### config.mk
export PLATFORM = sky130hd
export DESIGN_NAME = pc_fetch_unit
export DESIGN_NICKNAME = d
export VERILOG_FILES = /design/src/rtl/pc_pkg.sv /design/src/rtl/pc_reg.sv /design/src/rtl/pc_fetch_unit.sv
export SDC_FILE = /design/constraint.sdc
export NUM_CORES = 1
export LEC_CHECK = 0
export CAP_MARGIN = 20
export CORE_MARGIN = 1
export CORE_UTILIZATION = 50
export DETAILED_ROUTE_END_ITERATION = 6
export PLACE_DENSITY_LB_ADDON = 0.12
export REMOVE_ABC_BUFFERS = 1
export SYNTH_ARGS = -nofsm -noshare
export SYNTH_HDL_FRONTEND = slang
export SYNTH_HIERARCHICAL = 1
export SYNTH_SLANG_ARGS = --single-unit
### constraint.sdc
create_clock -name clk -period 3.21 [get_ports clk]
set_clock_uncertainty 0.2 [all_clocks]
set_input_delay 0.4815 -clock clk [delete_from_list [all_inputs] [get_ports clk]]
set_output_delay 0.4815 -clock clk [all_outputs]
set_load 0.005 [all_outputs]
### src/rtl/pc_pkg.sv
// Shared types and defaults for the PC fetch stage: address width, instruction size,
// reset/trap vectors and the fetch FSM state encoding.
package pc_pkg;

  localparam int unsigned XLEN        = 32;
  localparam int unsigned INSTR_BYTES = 4;

  localparam logic [31:0] RESET_VECTOR = 32'h0000_0000;
  localparam logic [31:0] TRAP_VECTOR  = 32'h0000_0100;

  typedef enum logic [1:0] {
    BOOT  = 2'd0,
    FETCH = 2'd1,
    STALL = 2'd2
  } fetch_state_e;

endpackage

### src/rtl/pc_reg.sv
// WIDTH-bit D-register bank with synchronous active-high reset to RESET_VAL and load enable.
module pc_reg #(
  parameter int unsigned       WIDTH     = 32,
  parameter logic [WIDTH-1:0]  RESET_VAL = '0
) (
  input  logic             clk,
  input  logic             reset,
  input  logic             load,
  input  logic [WIDTH-1:0] d,
  output logic [WIDTH-1:0] q
);

  always_ff @(posedge clk) begin
    if (reset) begin
      q <= RESET_VAL;
    end else if (load) begin
      q <= d;
    end
  end

endmodule

### src/rtl/pc_fetch_unit.sv
// Program-counter stage: boot/fetch/stall sequencing, branch redirect and fetch handshake.
// Optional misaligned-target trap is enabled by defining PC_MISALIGN_TRAP_EN.
module pc_fetch_unit
  import pc_pkg::*;
#(
  parameter int unsigned      XLEN         = pc_pkg::XLEN,
  parameter logic [XLEN-1:0]  RESET_VECTOR = XLEN'(pc_pkg::RESET_VECTOR)
`ifdef PC_MISALIGN_TRAP_EN
  , parameter logic [XLEN-1:0] TRAP_VECTOR = XLEN'(pc_pkg::TRAP_VECTOR)
`endif
) (
  input  logic            clk,
  input  logic            reset,
  input  logic            stall,
  input  logic            branch_taken,
  input  logic [XLEN-1:0] branch_target,
  input  logic            fetch_ready,
  output logic [XLEN-1:0] pc,
  output logic            pc_valid,
  output logic            flush,
  output logic [31:0]     fetch_count,
  output logic            misaligned,
  output logic [XLEN-1:0] bad_addr
);

  localparam logic [XLEN-1:0] STEP       = XLEN'(INSTR_BYTES);
  localparam logic [XLEN-1:0] ALIGN_MASK = ~XLEN'(INSTR_BYTES - 1);

  fetch_state_e    state_q, state_d;
  logic            accept;
  logic            redirect;
  logic            pc_load;
  logic [XLEN-1:0] pc_d;
  logic [XLEN-1:0] redirect_pc;

  assign accept   = pc_valid & fetch_ready & ~stall;
  // Redirects arriving during the boot cycle are dropped.
  assign redirect = branch_taken & (state_q != BOOT);

`ifdef PC_MISALIGN_TRAP_EN
  logic target_mis;
  assign target_mis  = |branch_target[1:0];
  assign redirect_pc = target_mis ? TRAP_VECTOR : (branch_target & ALIGN_MASK);

  always_ff @(posedge clk) begin
    if (reset) begin
      misaligned <= 1'b0;
      bad_addr   <= '0;
    end else begin
      misaligned <= redirect & target_mis;
      if (redirect && target_mis) begin
        bad_addr <= branch_target;
      end
    end
  end
`else
  assign redirect_pc = branch_target & ALIGN_MASK;
  assign misaligned  = 1'b0;
  assign bad_addr    = '0;
`endif

  always_comb begin
    state_d = state_q;
    pc_d    = pc + STEP;
    pc_load = 1'b0;
    case (state_q)
      BOOT:  state_d = stall ? STALL : FETCH;
      FETCH: begin
        if (stall) begin
          state_d = STALL;
        end else if (accept) begin
          pc_load = 1'b1;
        end
      end
      STALL: begin
        if (!stall) begin
          state_d = FETCH;
        end
      end
      default: state_d = BOOT;
    endcase
    // Redirect overrides the sequential pc; the accept still counts below.
    if (redirect) begin
      pc_d    = redirect_pc;
      pc_load = 1'b1;
      state_d = stall ? STALL : FETCH;
    end
  end

  pc_reg #(
    .WIDTH     (XLEN),
    .RESET_VAL (RESET_VECTOR)
  ) u_pc_reg (
    .clk   (clk),
    .reset (reset),
    .load  (pc_load),
    .d     (pc_d),
    .q     (pc)
  );

  always_ff @(posedge clk) begin
    if (reset) begin
      state_q     <= BOOT;
      pc_valid    <= 1'b0;
      flush       <= 1'b0;
      fetch_count <= '0;
    end else begin
      state_q  <= state_d;
      pc_valid <= (state_d == FETCH);
      flush    <= redirect;
      if (accept) begin
        fetch_count <= fetch_count + 32'd1;
      end
    end
  end

endmodule

==> results_dict.tcl, run 1 <==
set metrics [dict create \
    clk_latency_ns 0.36 \
    synth_top_area_cell "dfxtp_1" \
    fin_ws_ns 0.639 \
    slowest_delay_ns 0.56 \
    rsz0062_at_grt "no" \
    cts.path.max_buffers 2 \
    worst_pin_slew_ns 0.726 \
    synth_top_area_share_pct 34.4 \
    ys_types 39 \
    slowest_stage "or4_1" \
    synth_area_per_cell_sq_um 8.09 \
    diodes 0 \
    finalSetupViolCount 0 \
    layout.nets 616 \
    fin_crit_ns 2.57 \
    drive_gt1_share_pct 5.15 \
    grt_antenna_before_repair 0 \
    cap_violations 0 \
    gp_congestion 0.799 \
    hold_path.class "reg2reg" \
    fp-row-count 32 \
    grt_max_degree 40 \
    top_usage_layer "met2" \
    cts_tree "done" \
    multi_input_area_sq_um 2290 \
    power.total_mw 1.95 \
    seq_area_frac_synth_pct 34.4 \
    grt_overflow 0 \
    fp.dieH_um 90.9 \
    status "finished, final reports clean" \
    fmax_mhz 389 \
    grtUsageMet2_pct 34.3 \
    post_drt_wl_per_cell_um 13.3 \
    r2r-start "u_pc_reg/q[2]" \
    hp-start "fetch_count[31]" \
    place_area_sq_um 4860 \
    synth-async-reset-ratio_pct 0 \
    slew_headroom_pct 51.6 \
    path_cells "ha_1 > and3_1 > nand4_1 > or4_1 > a31oi_1 > mux2i_1 > nor2_1" \
    hold_depth 2 \
    crit_required_ns 3.30 \
    htreeDepth 3 \
    cts_buffers 9 \
    power_density_nw_per_um2 383 \
    r2r_slack_ns 0.64 \
    drt-total-wl_um 9110 \
    dp_hpwl_um 6220 \
    gr-usage-met3_pct 5.11 \
    placed_cells 668 \
    report.final.slew_viol_count 0 \
    clk_pin_slew_ns 0.08 \
    r2r_cells 7 \
    dp_slack_ns 0.353 \
    cp-start-kind "flip-flop" \
    end_kind "flip-flop" \
    ys_top_cells_by_area "dfxtp_1 34%, mux2i_1 8.1%, nor2_1 6.5%, buf_4 6.3%, or4_1 3.6%" \
    syn_area_sq_um 3960 \
    final_cells 684 \
    drc 0 \
    die_w_um 90.9 \
    num_vias 3741 \
    grt_use_total_pct 21.5 \
    leakage_nw 1.73 \
    crit_family "simple AND/OR/NAND/NOR gates" \
    cts_hold_buf 0 \
    cp_max_fo 14 \
    first_pass_iters 4 \
    synth_flop_cell "dfxtp_1" \
    peakVddDrop_mv 0.217 \
    coreArea_sq_um 7690 \
    drt_iter0_drc 116 \
    hold_path_end "fetch_count[31]" \
    portBuffers 100 \
    dieArea_sq_um 8270 \
    cts_setup_buffers 0 \
    start_util_pct 51.4 \
    cts_sinks 68 \
    io_pins 136 \
    fillCellCount 681 \
    cts_resized 0 \
    ant_nets 0 \
    gr-usage-met1_pct 27.3 \
    area_growth_pct 29.0 \
    seq_area_sq_um 1360 \
    fin_area_sq_um 5100 \
    via_per_inst 5.47 \
    path_class "reg2reg" \
    cp_num_buf_inv 0 \
    synth_cells 489 \
    period_share_pct 80.1 \
    ys_seq_elements 68 \
    finalHoldViolCount 0 \
    regToRegEndpoint "u_pc_reg/q[28]" \
    grt_pass1_vias 3095 \
    yosysWarnings 6 \
    synth_edf_count 0 \
    cts_root_buf "clkbuf_8" \
    grt_pass1_wl_um 14400 \
    cp_data_arrival_time_ns 2.66 \
    fin_hold_ws_ns 0.284 \
]
worst max path at each step:
stage / startpoint / to / slack [ns] / cells after the start
2_1_floorplan: state_q[1] / u_pc_reg/q[0] / -3.95 / 4
3_3_place_gp: stall / fetch_count[31] / 0.42 / 5
3_5_place_dp: stall / fetch_count[18] / 0.35 / 5
4_1_cts: u_pc_reg/q[2] / u_pc_reg/q[30] / 0.69 / 7
5_1_grt: u_pc_reg/q[6] / u_pc_reg/q[31] / 0.50 / 6
6_report: u_pc_reg/q[2] / u_pc_reg/q[28] / 0.64 / 7
synthesized netlist by cell type, types with 4 or more instances:
| library cell | instances |
|---|---|
| a31oi_1 | 17 |
| clkbuf_1 | 21 |
| xnor2_1 | 10 |
| and4_1 | 8 |
| nand2_1 | 30 |
| nand3_1 | 22 |
| nor4_1 | 5 |
| inv_1 | 7 |
| buf_4 | 33 |
| dfxtp_1 | 68 |
| nor3_1 | 4 |
| or3_1 | 18 |
| o31ai_1 | 17 |
| nand4_1 | 17 |
| xor2_1 | 9 |
| a21oi_1 | 24 |
| mux2i_1 | 32 |
| or4_1 | 19 |
| nor2_1 | 69 |
| o21ai_0 | 26 |
through the flow:
step / setup TNS, ns / util, %
detailed placement: 0 / 63.2
CTS: 0 / 66.4
floorplan: -126.30 / -
global placement: 0 / 63.2
finish: 0 / 66.4
global route: 0 / 66.4
sequential cells by signal, summed over array words and instances, names as in the netlist:
name         count
state_q          2
flush            1
fetch_count     32
pc_valid         1
u_pc_reg/q      32
placed cells by master, fill, tap and decap left out, drive strengths merged, types with 2 or more instances in the layout:
cell type and count:
clkdlybuf4s50 99, or4 20, dfxtp 68, ha 2
nand4 18, or3 18, a21oi 24, and3 3
nand2b 2, clkinv 3, nor2b 3, xnor2 10
xor2 9, o31ai 17, o21ai 26, a311oi 3
conb 33, nor2 69, clkbuf 10, mux2i 32
mux2 3, a31oi 17, bufinv 3, and4 8
inv 7, nor3 4, nor4 5, buf 7
and2 2, nand3 22, nand2 30
per-layer routing:
layer  wire length (um)  vias up
li1                   -     1884
met1               4290     1725
met2               4130      116
met3                505       16
met4                181        0
met5                  0        -
worst min-delay path: stages (launching register included):
cell and delay, ns:
dfxtp_1 0.33, o31ai_1 0.06, a21oi_1 0.05
where the power goes:
part	total [mW]	switching [mW]	internal, mW
Clock	0.863	0.345	0.518
Combinational	0.206	0.0969	0.109
Sequential	0.884	0.0245	0.860
cell type report:
type,count,share of cell area [%]
Clock inverter,6,2.21
Sequential cell,68,26.7
Clock buffer,10,2.50
Tap cell,102,2.50
Inverter,7,0.515
Multi-Input combinational cell,385,44.9
Timing Repair Buffer,106,20.7
cell families (layout without fill, tap and decap cells):
logic type,after synthesis,in the layout,share of synthesized area (%)
simple gates,207,207,27.1
compound gates,89,89,13.3
flops,68,68,34.4
buf+inv,68,129,11.2
mux,35,35,8.95
xor+xnor,19,19,4.21
fa+ha+maj,2,2,0.633
other cells,1,33,0.0948
(Power assumes the default switching activity.)
==> run 2: changes to the inputs <==
--- a/config.mk
+++ b/config.mk
@@ -7,7 +7,7 @@
 export LEC_CHECK = 0
 export CAP_MARGIN = 20
 export CORE_MARGIN = 1
-export CORE_UTILIZATION = 50
+export CORE_UTILIZATION = 46
 export DETAILED_ROUTE_END_ITERATION = 6
 export PLACE_DENSITY_LB_ADDON = 0.12
 export REMOVE_ABC_BUFFERS = 1
==> constraint.sdc (replaced) <==
create_clock -name clk -period 2.42 [get_ports clk]
set_clock_uncertainty 0.2 [all_clocks]
set_input_delay 0.363 -clock clk [delete_from_list [all_inputs] [get_ports clk]]
set_output_delay 0.363 -clock clk [all_outputs]
set_load 0.005 [all_outputs]
==> run 2 against run 1 <==
  * Fmax is 14% higher
  * Sequential cell count unchanged
  * Critical endpoint is now fetch_count[25]
  * Combinational power grew 41%
  * Utilization is 2.7 points lower
  * Routed wire length grew 6.9%
==> results_dict.tcl, run 2 (synthesis results as in run 1) <==
set metrics [dict create \
    status "finished, final reports clean" \
    peakVddDrop_mv 0.263 \
    cts_tree "done" \
    cp-start-kind "flip-flop" \
    crit_required_ns 2.49 \
    cp_max_fo 13 \
    finalSetupViolCount 0 \
    multi_input_area_sq_um 2290 \
    cts_resized 0 \
    cts_sinks 68 \
    cts_setup_buffers 0 \
    cts_buffers 9 \
    grt_use_total_pct 22.5 \
    fp-row-count 33 \
    cts_hold_buf 0 \
    portBuffers 100 \
    dp_hpwl_um 7010 \
    layout.nets 642 \
    htreeDepth 3 \
    power_density_nw_per_um2 438 \
    fin_crit_ns 2.26 \
    cp_data_arrival_time_ns 2.33 \
    hold_path.class "reg2reg" \
    rsz0062_at_grt "no" \
    worst_pin_slew_ns 0.534 \
    diodes 0 \
    finalHoldViolCount 0 \
    placed_cells 697 \
    end_kind "flip-flop" \
    grt_pass1_wl_um 16000 \
    dieArea_sq_um 8970 \
    grt_max_degree 46 \
    fin_ws_ns 0.163 \
    grt_pass1_vias 3462 \
    via_per_inst 5.47 \
    top_regs "fetch_count (32), u_pc_reg/q (32), state_q (2)" \
    slew_headroom_pct 64.4 \
    cts_root_buf "clkbuf_8" \
    drc 0 \
    first_pass_iters 4 \
    io_pins 136 \
    post_drt_wl_per_cell_um 13.7 \
    fmax_mhz 443 \
    final_cells 711 \
    report.final.slew_viol_count 0 \
    path_class "reg2reg" \
    drive_gt1_share_pct 9.08 \
    start_util_pct 47.9 \
    drt-total-wl_um 9740 \
    post-route-util_pct 63.7 \
    clk_latency_ns 0.33 \
    fillCellCount 738 \
    cap_violations 0 \
    num_vias 3888 \
    fp.dieH_um 94.7 \
    ant_nets 0 \
    seq_area_sq_um 1360 \
    final_common_cell "clkdlybuf4s50_1" \
    clk_pin_slew_ns 0.07 \
    period_share_pct 93.3 \
    grt_overflow 0 \
    grt_antenna_before_repair 0 \
    drt_iter0_drc 173 \
    cts.path.max_buffers 2 \
    coreArea_sq_um 8260 \
    die_w_um 94.7 \
    gp_congestion 0.828 \
    dp_slack_ns -0.134 \
    fin_hold_ws_ns 0.285 \
    layout_common_cells "99 x clkdlybuf4s50_1, 69 x nor2_1, 68 x dfxtp_1" \
    area_growth_pct 33.0 \
    leakage_nw 1.84 \
]
## run 2: worst paths after layout
| kind | start | endpoint | slack [ns] | depth (start not counted) |
|---|---|---|---|---|
| worst min-delay path | fetch_count[31] | fetch_count[31] | 0.29 | 2 |
| worst max register to register | fetch_count[12] | fetch_count[25] | 0.16 | 4 |
| worst min register to register | fetch_count[31] | fetch_count[31] | 0.29 | 2 |
| worst max-delay path | fetch_count[12] | fetch_count[25] | 0.16 | 4 |
## run 2: final cells by class
cell class / instances / share of cell area, %
clock buffer: 12 / 3.14
clock inverter: 2 / 0.190
inverter: 7 / 0.500
multi-input combinational: 385 / 43.6
sequential: 68 / 25.9
tap: 105 / 2.50
timing repair buffer: 132 / 24.2
## run 2: through the flow
step	TNS (ns)	total power [mW]	cell area (sq um)
floorplan	-152.36	1.33	3660
global placement	-0.725	1.48	5080
detailed placement	-1.40	1.49	5080
CTS	0	2.33	5260
global route	0	2.41	5260
finish	0	2.30	5260
## run 2: per-layer routing
| metal | vias to the layer above | part of all wire [%] | track usage, % |
|---|---|---|---|
| li1 | 1932 | - | - |
| met1 | 1811 | 44 | 28.2 |
| met2 | 139 | 49 | 37.9 |
| met3 | 6 | 5.9 | 4.99 |
| met4 | 0 | 0.89 | 7.58 |
| met5 | - | 0 | 0 |
## run 2: critical path: stages, from the launching register on
cell	delay [ns]
dfxtp_1	0.45
nand4_2	0.21
or4_4	0.66
or4_1	0.51
a21oi_1	0.16
## run 2: power breakdown
part	switching [mW]	leakage, nW	total (mW)	internal [mW]
registers	0.0302	0.550	1.17	1.14
logic	0.135	1.20	0.291	0.156
clock network	0.401	0.0941	0.843	0.442
==> run 3: changes to the inputs <==
--- a/config.mk
+++ b/config.mk
@@ -6,11 +6,14 @@
 export NUM_CORES = 1
 export LEC_CHECK = 0
 export CAP_MARGIN = 20
+export CORE_ASPECT_RATIO = 0.5
 export CORE_MARGIN = 1
 export CORE_UTILIZATION = 46
 export DETAILED_ROUTE_END_ITERATION = 6
+export HOLD_SLACK_MARGIN = 0.12
 export PLACE_DENSITY_LB_ADDON = 0.12
 export REMOVE_ABC_BUFFERS = 1
+export SKIP_LAST_GASP = 1
 export SYNTH_ARGS = -nofsm -noshare
 export SYNTH_HDL_FRONTEND = slang
 export SYNTH_HIERARCHICAL = 1
==> run 3 against run 2 <==
  * Total power grew 21%
  * Combinational power is essentially flat
  * Count of clock-buffer cells in the layout is the same
  * Cell count grew 1.3%
  * Register-to-register slack is essentially flat
  * Utilization grew 2.4 points
  * Critical path type is now in2reg
  * Critical endpoint is now fetch_count[20]
  * Highest routed layer unchanged
==> results_dict.tcl, run 3 (synthesis results as in run 1) <==
set metrics [dict create \
    fin_crit_ns 2.30 \
    finalSetupViolCount 0 \
    cts_buffers 9 \
    cts_tree "done" \
    clk_latency_ns 0.32 \
    slowest_stage "or3_1" \
    path_cells "clkdlybuf4s50_1 > nand3b_1 > or3_1 > or4_1 > a21oi_1" \
    start_util_pct 48.4 \
    area_growth_pct 36.5 \
    drt_iter0_drc 139 \
    diodes 0 \
    portBuffers 100 \
    fin_ws_ns 0.122 \
    grt_use_total_pct 20.8 \
    htreeDepth 3 \
    drive_gt1_share_pct 9.38 \
    via_per_inst 5.23 \
    io_pins 136 \
    grt_pass1_wl_um 14900 \
    top_regs "fetch_count (32), u_pc_reg/q (32), state_q (2)" \
    dieArea_sq_um 8990 \
    fp-row-count 23 \
    seq_area_sq_um 1360 \
    rsz0062_at_grt "no" \
    drc 0 \
    die_w_um 133 \
    fp.dieH_um 67.6 \
    post_drt_wl_per_cell_um 12.9 \
    dp_slack_ns -0.177 \
    leakage_nw 1.89 \
    first_pass_iters 4 \
    p_int_mw 2.15 \
    clk_pin_slew_ns 0.06 \
    drt-total-wl_um 9310 \
    cts_setup_buffers 0 \
    power_density_nw_per_um2 515 \
    period_share_pct 94.9 \
    grt_overflow 0 \
    cp_max_fo 11 \
    cp_data_arrival_time_ns 2.35 \
    fillCellCount 746 \
    cap_violations 0 \
    slew_headroom_pct 62.4 \
    gp_congestion 0.769 \
    cts_root_buf "clkbuf_16" \
    p_switching_uw 632 \
    coreArea_sq_um 8170 \
    fmax_mhz 435 \
    cts_hold_buf 0 \
    path_class "in2reg" \
    report.final.slew_viol_count 0 \
    end_kind "flip-flop" \
    peakVddDrop_mv 0.378 \
    slowest_delay_ns 0.58 \
    grt_antenna_before_repair 0 \
    worst_pin_slew_ns 0.564 \
    grt_max_degree 39 \
    pwr-share-clk_pct 47.4 \
    cp-start-kind "input port" \
    crit_required_ns 2.47 \
    switching_share_pct 22.7 \
    cts_sinks 68 \
    cts_resized 0 \
    grt_pass1_vias 3236 \
    p_seq_share_pct 42.2 \
    multi_input_area_sq_um 2290 \
    layout.nets 642 \
    crit_family "simple AND/OR/NAND/NOR gates" \
    num_vias 3764 \
    cp_num_buf_inv 1 \
    status "finished, final reports clean" \
    cts.path.max_buffers 2 \
    p_comb_share_pct 10.4 \
    layout_common_cells "99 x clkdlybuf4s50_1, 69 x nor2_1, 68 x dfxtp_1" \
    post-route-util_pct 66.1 \
    finalHoldViolCount 0 \
    final_common_cell "clkdlybuf4s50_1" \
    hold_path.class "reg2reg" \
    ant_nets 0 \
    dp_hpwl_um 6550 \
]
[run 3: cell count changes in the layout (fill, tap and decap cells not counted)]
cell	before	now
clkinvlp_4	0	1
bufinv_16	0	1
clkbuf_16	0	9
and3_2	0	1
and3_1	3	2
clkbuf_1	0	1
clkbuf_8	12	2
[run 3: final timing paths]
path | start | to | slack (ns) | cells past startpoint
worst max register to register | u_pc_reg/q[2] | u_pc_reg/q[28] | 0.16 | 8
worst min-delay path | fetch_count[31] | fetch_count[31] | 0.29 | 2
worst min register to register | fetch_count[31] | fetch_count[31] | 0.29 | 2
worst max-delay path | stall | fetch_count[20] | 0.12 | 5
[run 3: per-layer routing]
metal	track usage [%]	share of wire [%]	vias to the layer above
met5	0	0	-
met4	4.69	0.34	0
met3	5.71	4.6	2
met2	37.3	47	98
met1	25.4	48	1727
li1	-	-	1937
[run 3: tightest hold or removal path, cell delays in order (launching register included)]
cell and delay [ns]:
dfxtp_1 0.32, o31ai_1 0.07, a21oi_1 0.05
[run 3: area by class of cell]
type / instances / share of cell area (%)
sequential: 68 / 25.2
inverter: 7 / 0.487
tap: 112 / 2.60
clock inverter: 4 / 0.881
clock buffer: 12 / 4.75
multi-input combinational: 385 / 42.5
timing repair buffer: 132 / 23.6
[run 3: power groups by stage]
stage                     combinational (mW)  sequential [mW]  clock [mW]
after detailed placement               0.289             1.20           0
after global placement                 0.287             1.19           0
final                                  0.289             1.17        1.32
after floorplan                        0.136             1.19           0
after global routing                   0.319             1.18        1.40
after CTS                              0.291             1.17        1.35
[run 3: through the flow]
stage                     TNS (ns)  instances  hold WS (ns)  instance area, sq um  power (mW)
final                            0        720         0.294                  5400        2.78
after global routing             0        720         0.314                  5400        2.90
after CTS                        0        720         0.293                  5400        2.81
after detailed placement     -1.65        704         0.284                  5090        1.48
after global placement       -1.14        704         0.274                  5090        1.48
after floorplan            -152.36        460         0.232                  3660        1.33
